File: src/rtl/ifu_pkg.sv
// Shared types and constants for the instruction-fetch unit.
package ifu_pkg;
    localparam int          XLEN_DEF     = 32;
    localparam logic [31:0] RESET_PC_DEF = 32'h8000_0000;
    localparam logic [1:0]  ALIGN_MASK   = 2'b11;

    typedef enum logic [2:0] {
        S_REQ,
        S_WAIT,
        S_OUT,
        S_NEXT,
        S_ERR
    } state_t;

    function automatic logic addr_aligned(input logic [1:0] lsb);
        return (lsb & ALIGN_MASK) == 2'b00;
    endfunction
endpackage

File: src/rtl/ifu_pc_reg.sv
// Architectural PC register with synchronous reset, load enable and
// an alignment check on the candidate load value.
module ifu_pc_reg
    import ifu_pkg::*;
#(
    parameter int               XLEN     = XLEN_DEF,
    parameter logic [XLEN-1:0]  RESET_PC = RESET_PC_DEF
) (
    input  logic            clk,
    input  logic            rst,
    input  logic            ld_en,
    input  logic [XLEN-1:0] ld_pc,
    output logic            ld_pc_ok,
    output logic [XLEN-1:0] pc
);
    logic [XLEN-1:0] pc_q;
    logic [XLEN-1:0] pc_d;

    always_comb begin
        pc_d = pc_q;
        if (ld_en) begin
            pc_d = ld_pc;
        end
    end

    always_ff @(posedge clk) begin
        if (rst) begin
            pc_q <= RESET_PC;
        end else begin
            pc_q <= pc_d;
        end
    end

    assign ld_pc_ok = addr_aligned(ld_pc[1:0]);
    assign pc       = pc_q;
endmodule

File: src/rtl/ifu_fetch.sv
// Single-outstanding instruction fetch: request, wait response, hand to decode,
// then wait for the next PC. Faults park the unit in S_ERR until reset.
module ifu_fetch
    import ifu_pkg::*;
#(
    parameter logic [31:0] RESET_PC  = RESET_PC_DEF,
    parameter int          XLEN      = XLEN_DEF,
    parameter logic [31:0] CNT_RESET = 32'h0
) (
    input  logic            clk,
    input  logic            rst,
    input  logic [XLEN-1:0] next_pc,
    input  logic            next_pc_valid,
    output logic            imem_req_valid,
    input  logic            imem_req_ready,
    output logic [XLEN-1:0] imem_req_addr,
    input  logic            imem_rsp_valid,
    output logic            imem_rsp_ready,
    input  logic [XLEN-1:0] imem_rsp_data,
    input  logic            imem_rsp_err,
    output logic            inst_valid,
    input  logic            inst_ready,
    output logic [XLEN-1:0] inst,
    output logic [XLEN-1:0] inst_pc,
    output logic            fetch_err,
    output logic [XLEN-1:0] err_pc,
    output logic [31:0]     fetch_cnt
);
    state_t          state_q, state_d;
    logic [XLEN-1:0] inst_q, inst_d;
    logic [XLEN-1:0] inst_pc_q, inst_pc_d;
    logic            err_q, err_d;
    logic [XLEN-1:0] err_pc_q, err_pc_d;
    logic [31:0]     cnt_q, cnt_d;
    logic [XLEN-1:0] pc;
    logic            npc_ok;
    logic            pc_ld;

    ifu_pc_reg #(
        .XLEN     (XLEN),
        .RESET_PC (RESET_PC[XLEN-1:0])
    ) u_pc_reg (
        .clk      (clk),
        .rst      (rst),
        .ld_en    (pc_ld),
        .ld_pc    (next_pc),
        .ld_pc_ok (npc_ok),
        .pc       (pc)
    );

    // A misaligned next_pc is never loaded; pc keeps the last good value.
    assign pc_ld = (state_q == S_NEXT) && next_pc_valid && npc_ok;

    always_comb begin
        state_d   = state_q;
        inst_d    = inst_q;
        inst_pc_d = inst_pc_q;
        err_d     = err_q;
        err_pc_d  = err_pc_q;
        cnt_d     = cnt_q;
        case (state_q)
            S_REQ: begin
                if (imem_req_ready) begin
                    state_d = S_WAIT;
                end
            end
            S_WAIT: begin
                if (imem_rsp_valid) begin
                    if (imem_rsp_err) begin
                        err_d    = 1'b1;
                        err_pc_d = pc;
                        state_d  = S_ERR;
                    end else begin
                        inst_d    = imem_rsp_data;
                        inst_pc_d = pc;
                        state_d   = S_OUT;
                    end
                end
            end
            S_OUT: begin
                if (inst_ready) begin
                    cnt_d   = cnt_q + 32'd1;
                    state_d = S_NEXT;
                end
            end
            S_NEXT: begin
                if (next_pc_valid) begin
                    if (npc_ok) begin
                        state_d = S_REQ;
                    end else begin
                        err_d    = 1'b1;
                        err_pc_d = next_pc;
                        state_d  = S_ERR;
                    end
                end
            end
            default: state_d = S_ERR;
        endcase
    end

    always_ff @(posedge clk) begin
        if (rst) begin
            state_q   <= S_REQ;
            inst_q    <= '0;
            inst_pc_q <= '0;
            err_q     <= 1'b0;
            err_pc_q  <= '0;
            cnt_q     <= CNT_RESET;
        end else begin
            state_q   <= state_d;
            inst_q    <= inst_d;
            inst_pc_q <= inst_pc_d;
            err_q     <= err_d;
            err_pc_q  <= err_pc_d;
            cnt_q     <= cnt_d;
        end
    end

    // Handshake outputs are forced low while reset is held.
    assign imem_req_valid = !rst && (state_q == S_REQ);
    assign imem_rsp_ready = !rst && (state_q == S_WAIT);
    assign inst_valid     = !rst && (state_q == S_OUT);
    assign imem_req_addr  = pc;
    assign inst           = inst_q;
    assign inst_pc        = inst_pc_q;
    assign fetch_err      = err_q;
    assign err_pc         = err_pc_q;
    assign fetch_cnt      = cnt_q;
endmodule

File: config.mk
export PLATFORM = sky130hd
export DESIGN_NAME = ifu_fetch
export DESIGN_NICKNAME = d
export VERILOG_FILES = /design/src/rtl/ifu_pkg.sv /design/src/rtl/ifu_pc_reg.sv /design/src/rtl/ifu_fetch.sv
export SDC_FILE = /design/constraint.sdc
export NUM_CORES = 1
export LEC_CHECK = 0
export CAP_MARGIN = 15
export CORE_ASPECT_RATIO = 1.5
export CORE_MARGIN = 10
export CORE_UTILIZATION = 45
export DETAILED_ROUTE_END_ITERATION = 6
export HOLD_SLACK_MARGIN = 0.1
export MAX_ROUTING_LAYER = met4
export PLACE_DENSITY = 0.87
export RECOVER_POWER = 50
export SLEW_MARGIN = 20
export SYNTH_ARGS = -nofsm -noshare
export SYNTH_HDL_FRONTEND = slang
export SYNTH_HIERARCHICAL = 1
export SYNTH_SLANG_ARGS = --single-unit
File: constraint.sdc
create_clock -name clk -period 2.1 [get_ports clk]
set_input_delay 0.63 -clock clk [delete_from_list [all_inputs] [get_ports clk]]
set_output_delay 0.63 -clock clk [all_outputs]
set_load 0.1 [all_outputs]
-- Word level (Yosys, flattened, before mapping)
Index checks and enable logic that the tools add are counted.
- $add $sub $neg: 1
- multipliers: 0
- divide/modulo/power cells: 0
- $lt $le $gt $ge: 0
- equal/unequal tests: 9
- shift-type cells: 0
- mux-type cells: 17
- bitwise logic cells: 1
- reduce and logical (&&, ||, !) cells: 13
- operators with widths (operator ; number):
    $mux W32 ; 4
    $pmux W32 S2 ; 1
    $add A32 B1 Y32 const B ; 1
    $mux W3 ; 6
    $ne A2 B2 Y1 const B ; 6
    $pmux W3 S4 ; 1
    $eq A3 B2 Y1 const B ; 2
    $logic_and A1 B1 Y1 ; 5
    $reduce_and A5 Y1 ; 1
    $mux W1 ; 4
    $reduce_and A4 Y1 ; 1
    $eq A3 B1 Y1 const B ; 1
    $logic_not A3 Y1 ; 1
    $reduce_and A3 Y1 ; 1
    $logic_not A2 Y1 ; 1
    $pmux W1 S2 ; 1
    $reduce_and A2 Y1 ; 1
    $reduce_bool A2 Y1 ; 1
    $logic_not A1 Y1 ; 1
    $not A1 Y1 ; 1
- flip-flop bits (word level): 164
- bits in latches: 0
- bits in writable memories: 0
- ROM bits: 0
- bits of input ports: 71
- output and inout bits: 164
- logic and storage cells: 48
- memories: 0

-- Logic depth before layout (Yosys ltp)
- depth after elaboration: 4
- depth in mapped cells: 9

-- Cells and area by module
Netlist, hierarchy kept.
- modules (own cells, without submodules) (module ; times used ; cells each ; area an instance (sq um) ; sequential area each (sq um)):
    ifu_fetch ; 1 ; 637 ; 5421.4 ; 2642.5
    ifu_pc_reg ; 1 ; 104 ; 1169.9 ; 640.6

-- Worst setup path before layout
No wires, ideal clock.
- path kind: in2out
- start point: input port rst
- end point: output port imem_rsp_ready
- arrival: 4.132 ns
- slack: -2.662 ns
- stages on the path: 3
- cell sequence: clkbuf_1 -> buf_1 -> nor4b_1
- longest elaborated chain between the ends: 2
- RTL lines (element ; RTL line ; text):
    start: declaration ; ifu_fetch.sv:11 ; input logic rst,
    $logic_not A1 Y1 ; ifu_fetch.sv:121 ; assign imem_rsp_ready = !rst && (state_q == S_WAIT);
    $logic_and A1 B1 Y1 ; ifu_fetch.sv:121 ;
    end: declaration ; ifu_fetch.sv:18 ; output logic imem_rsp_ready,
Every way passes these cells.

-- Worst setup path in the final report
- start point: register state_q[2]
- end point: output port inst_valid
- longest elaborated chain between the ends: 2
- RTL lines (element ; RTL line ; text):
    start: declaration ; ifu_fetch.sv:29 ; state_t state_q, state_d;
    start signal: assignment ; ifu_fetch.sv:110 ; state_q <= state_d;
    $eq A3 B2 Y1 ; ifu_fetch.sv:122 ; assign inst_valid = !rst && (state_q == S_OUT);
    $logic_and A1 B1 Y1 ; ifu_fetch.sv:122 ;
    end: declaration ; ifu_fetch.sv:21 ; output logic inst_valid,
Every way passes these cells.

==> flow_metrics.py <==
metrics = {
    "run_status": {
        "status": "completed",
    },
    "global_routing": {
        "overall_fraction_of_global_route_tracks_in_use_pct": 23.8,
        "wire_length_of_the_first_global_routing_pass_um": 37200,
        "grt-ovfl-total": 0,
        "number_of_global_route_vias_before_repair": 6572,
        "grt_max_degree": 117,
        "antenna_found_initial": 2,
    },
    "placement": {
        "dp_hpwl_um": 17600,
        "place.gp.congestion": 0.841,
        "dpl.cell_count": 1146,
        "buffer_ports.inserted": 234,
    },
    "setup_path": {
        "critPathTopFamily": "flip-flops",
        "path_buf_inv": 2,
        "top_fanout_value_on_the_critical_path": 4,
        "timing.critical_path.from": "state_q[2]",
        "cpMaxStageDelayCell": "sky130_fd_sc_hd__dfxtp_4",
        "criticalPathCategory": "reg2out",
        "worst_path_largest_cell_delay_ns": 0.36,
        "series_of_cell_instances_along_the_critical_path": "buf_6, nor4b_4, buf_12",
        "r2r-start": "state_q[2]",
        "timing.critical_path.required_ns": 1.47,
        "critical_path.startpoint_type": "register",
        "cp_data_arrival_time_ns": 1.44,
        "timing.critical_path.to_type": "primary output",
    },
    "die": {
        "chipWidth_um": 119,
        "area_enclosed_by_the_die_boundary_sq_um": 20000,
        "core_area_sq_um": 14500,
        "die_y_um": 168,
        "io-pin-count": 235,
        "std_cell_rows": 54,
        "initial_utilization_pct": 45.6,
    },
    "finish": {
        "postLayoutCoreUtil_pct": 66.3,
        "nets_final": 1046,
        "fillCellCount": 1080,
        "area_delta_synth_final_pct": 45.4,
        "regArea_sq_um": 3310,
        "footprint_of_the_multi_input_gates_sq_um": 3050,
        "final_layout_size_suffix_gt1_share_pct": 26.6,
        "finalNonFillerCells": 1184,
    },
    "power": {
        "vdd_drop_max_mv": 0.417,
        "power-per-cell-area_nw_per_um2": 753,
        "p_leak_nw": 3.79,
        "power_mw": 7.22,
    },
    "sta": {
        "slew_violations": 0,
        "remaining_max_slew_budget_at_the_tightest_pin_pct": 60.5,
        "unrepaired_setup_endpoints_after_global_routing": "yes",
        "setup_total_negative_slack_ns": 0,
        "fin_worst_skew_ns": 0.0103,
        "timing.final.hold_violations": 0,
        "peak_freq_ghz": 0.484,
        "tightest_slew_ns": 0.596,
        "post-route-period-util_pct": 98.5,
        "period_needed_ns": 2.07,
        "fin_worst_hold_slack_ns": 0.453,
        "setup_viol": 0,
    },
    "synthesis": {
        "post_synth_instance_area_sq_um": 6590,
        "yosys_register_bits": 164,
        "synth_fa_ha_area_share_pct": 0.190,
        "syn_inst": 741,
        "synthesized_area_fraction_occupied_by_and_or_nand_nor_cells_pct": 20.7,
        "yosys.area.top_type": "sky130_fd_sc_hd__dfxtp_1",
        "syn_nets": 813,
        "ys_dominant_reg_cell": "sky130_fd_sc_hd__dfxtp_1",
        "synth_top_area_share_pct": 49.8,
        "synth-edff-count": 0,
        "synth_seq_area_share_pct": 49.8,
        "synth.lib_cells_used.distinct": 42,
        "synth_xor_xnor_area_share_pct": 0.930,
        "synth.mux.area_fraction_pct": 10.2,
        "synth.avg_cell_area_sq_um": 8.90,
        "synth_compound_gate_area_share_pct": 13.1,
        "largest_family_of_logic_cells_by_synthesized_area": "simple AND/OR/NAND/NOR gates",
        "ys_warn_count": 6,
        "synth-async-reset-ratio_pct": 0,
        "synthTopCellsByArea": "sky130_fd_sc_hd__dfxtp_1 50%, sky130_fd_sc_hd__mux2i_1 9.9%, sky130_fd_sc_hd__nand2_1 8.0%",
    },
    "route": {
        "post_drt_wl_per_cell_um": 20.4,
        "antenna_left": 0,
        "viasPerCell": 5.44,
        "route.detailed.drc": 0,
        "postRouteWirelength_um": 24200,
        "drt_first_iter_violations": 455,
        "detailroute.via_count": 6446,
        "detailedRoute.firstPassIterationCount": 5,
    },
    "clock_tree": {
        "numCtsBuffers": 17,
        "clock_tree_from_tritoncts": "yes",
        "clock_insertion_delay_worst_skew_ns": 0.42,
        "max-clock-path-buffers": 2,
        "hold_fix_buffers_at_cts": 0,
        "clkSinkCount": 164,
        "h-tree-depth": 4,
        "cts_root_buf": "sky130_fd_sc_hd__clkbuf_16",
        "clk_pin_slew_worst_paths_ns": 0.07,
    },
    "worst_hold_path": {
        "hold_path.class": "reg2reg",
        "min-delay-start": "inst[21]",
    },
    "flow_run": {
        "maxCapViolCount": 0,
    },
}
flip-flops by register name, indices dropped and copies added (netlist names):
| name | flops |
|---|---|
| err_pc | 32 |
| fetch_cnt | 32 |
| inst | 32 |
| inst_pc | 32 |
| u_pc_reg/pc | 32 |
| state_q | 3 |
| fetch_err | 1 |
kinds of logic after synthesis:
family | count (synthesis)
AND/OR/NAND/NOR | 296
flip-flops | 164
AO/OA/AOI/OAI | 145
multiplexers | 67
buffers and inverters | 61
XOR/XNOR | 7
adder cells (fa/ha/maj) | 1
tightest hold or removal path, cell delays in order (launching register included):
cell and delay [ns]:
sky130_fd_sc_hd__dfxtp_1 0.31, sky130_fd_sc_hd__nand2_1 0.05, sky130_fd_sc_hd__a21oi_1 0.05
synth_stat cells (2+ instances only):
| master | count |
|---|---|
| sky130_fd_sc_hd__a211oi_1 | 32 |
| sky130_fd_sc_hd__a21oi_1 | 87 |
| sky130_fd_sc_hd__inv_1 | 4 |
| sky130_fd_sc_hd__nand4_1 | 13 |
| sky130_fd_sc_hd__or4_1 | 17 |
| sky130_fd_sc_hd__o31ai_1 | 17 |
| sky130_fd_sc_hd__nand3b_1 | 3 |
| sky130_fd_sc_hd__or3_1 | 5 |
| sky130_fd_sc_hd__nand2_1 | 140 |
| sky130_fd_sc_hd__buf_2 | 11 |
| sky130_fd_sc_hd__mux2i_1 | 65 |
| sky130_fd_sc_hd__xor2_1 | 5 |
| sky130_fd_sc_hd__mux2_2 | 2 |
| sky130_fd_sc_hd__dfxtp_1 | 164 |
| sky130_fd_sc_hd__o21ai_0 | 5 |
| sky130_fd_sc_hd__buf_12 | 3 |
| sky130_fd_sc_hd__clkbuf_1 | 34 |
| sky130_fd_sc_hd__and3_1 | 2 |
| sky130_fd_sc_hd__and4_1 | 5 |
| sky130_fd_sc_hd__nor4b_1 | 2 |
| sky130_fd_sc_hd__nand3_1 | 9 |
| sky130_fd_sc_hd__and2_1 | 3 |
| sky130_fd_sc_hd__buf_6 | 5 |
| sky130_fd_sc_hd__nor2b_1 | 3 |
| sky130_fd_sc_hd__xnor2_1 | 2 |
| sky130_fd_sc_hd__nand2b_1 | 2 |
| sky130_fd_sc_hd__nor4_1 | 4 |
| sky130_fd_sc_hd__nor2_1 | 80 |
| sky130_fd_sc_hd__buf_1 | 4 |
metrics by stage:
stage / area, sq um / worst slack (ns)
after floorplan: 6710 / -0.534
after global placement: 11000 / -0.333
after detailed placement: 11000 / -0.388
after CTS: 11600 / 0.00596
after global routing: 9590 / -0.00958
final: 9590 / 0.0320
routing by layer:
layer  track usage (%)  part of all wire [%]  routed length [um]
met5                 -                     0                   0
met2              43.7                    53               12800
met4              11.2                   5.7                1380
met1              23.2                    37                8910
met3              5.32                   4.5                1090
final timing paths:
| check | endpoint | slack [ns] | cells after the start |
|---|---|---|---|
| max | inst_valid | 0.03 | 3 |
| min | inst[21] | 0.45 | 2 |
| max reg2reg | inst[2] | 0.11 | 7 |
| min reg2reg | inst[21] | 0.45 | 2 |
repair_timing:
item,in CTS,in global routing
endpoints found under the setup margin,3,9
buffers inserted,1,4
pin swaps,3,3
gates resized for setup,3,4
where the power goes:
part	internal [mW]	switching, mW
Sequential	3.16	0.0297
Combinational	0.258	0.624
Clock	1.80	1.34
cell usage in the layout (no fill, tap or decap), drive strengths merged, types with 8 or more instances in the layout:
cell type      Yosys  final
buf               23     69
dfxtp            164    164
nand3             11     11
mux2i             65     65
inv                4      8
a211oi            32     32
o31ai             17     17
nand2            140    140
or4               17     17
a21oi             87     87
nand4             14     14
clkbuf            34    151
clkdlybuf4s50      0     68
nor2              80     80
cell type report:
cell class	instances	area share, %
flip-flops and latches	164	34.5
multi-input cells	516	31.9
clock buffers	18	4.58
repair buffers	271	24.7
inverters	4	0.157
clock inverters	13	1.57
well taps	196	2.56
diodes	2	0.0522
(Power assumes the default switching activity.)
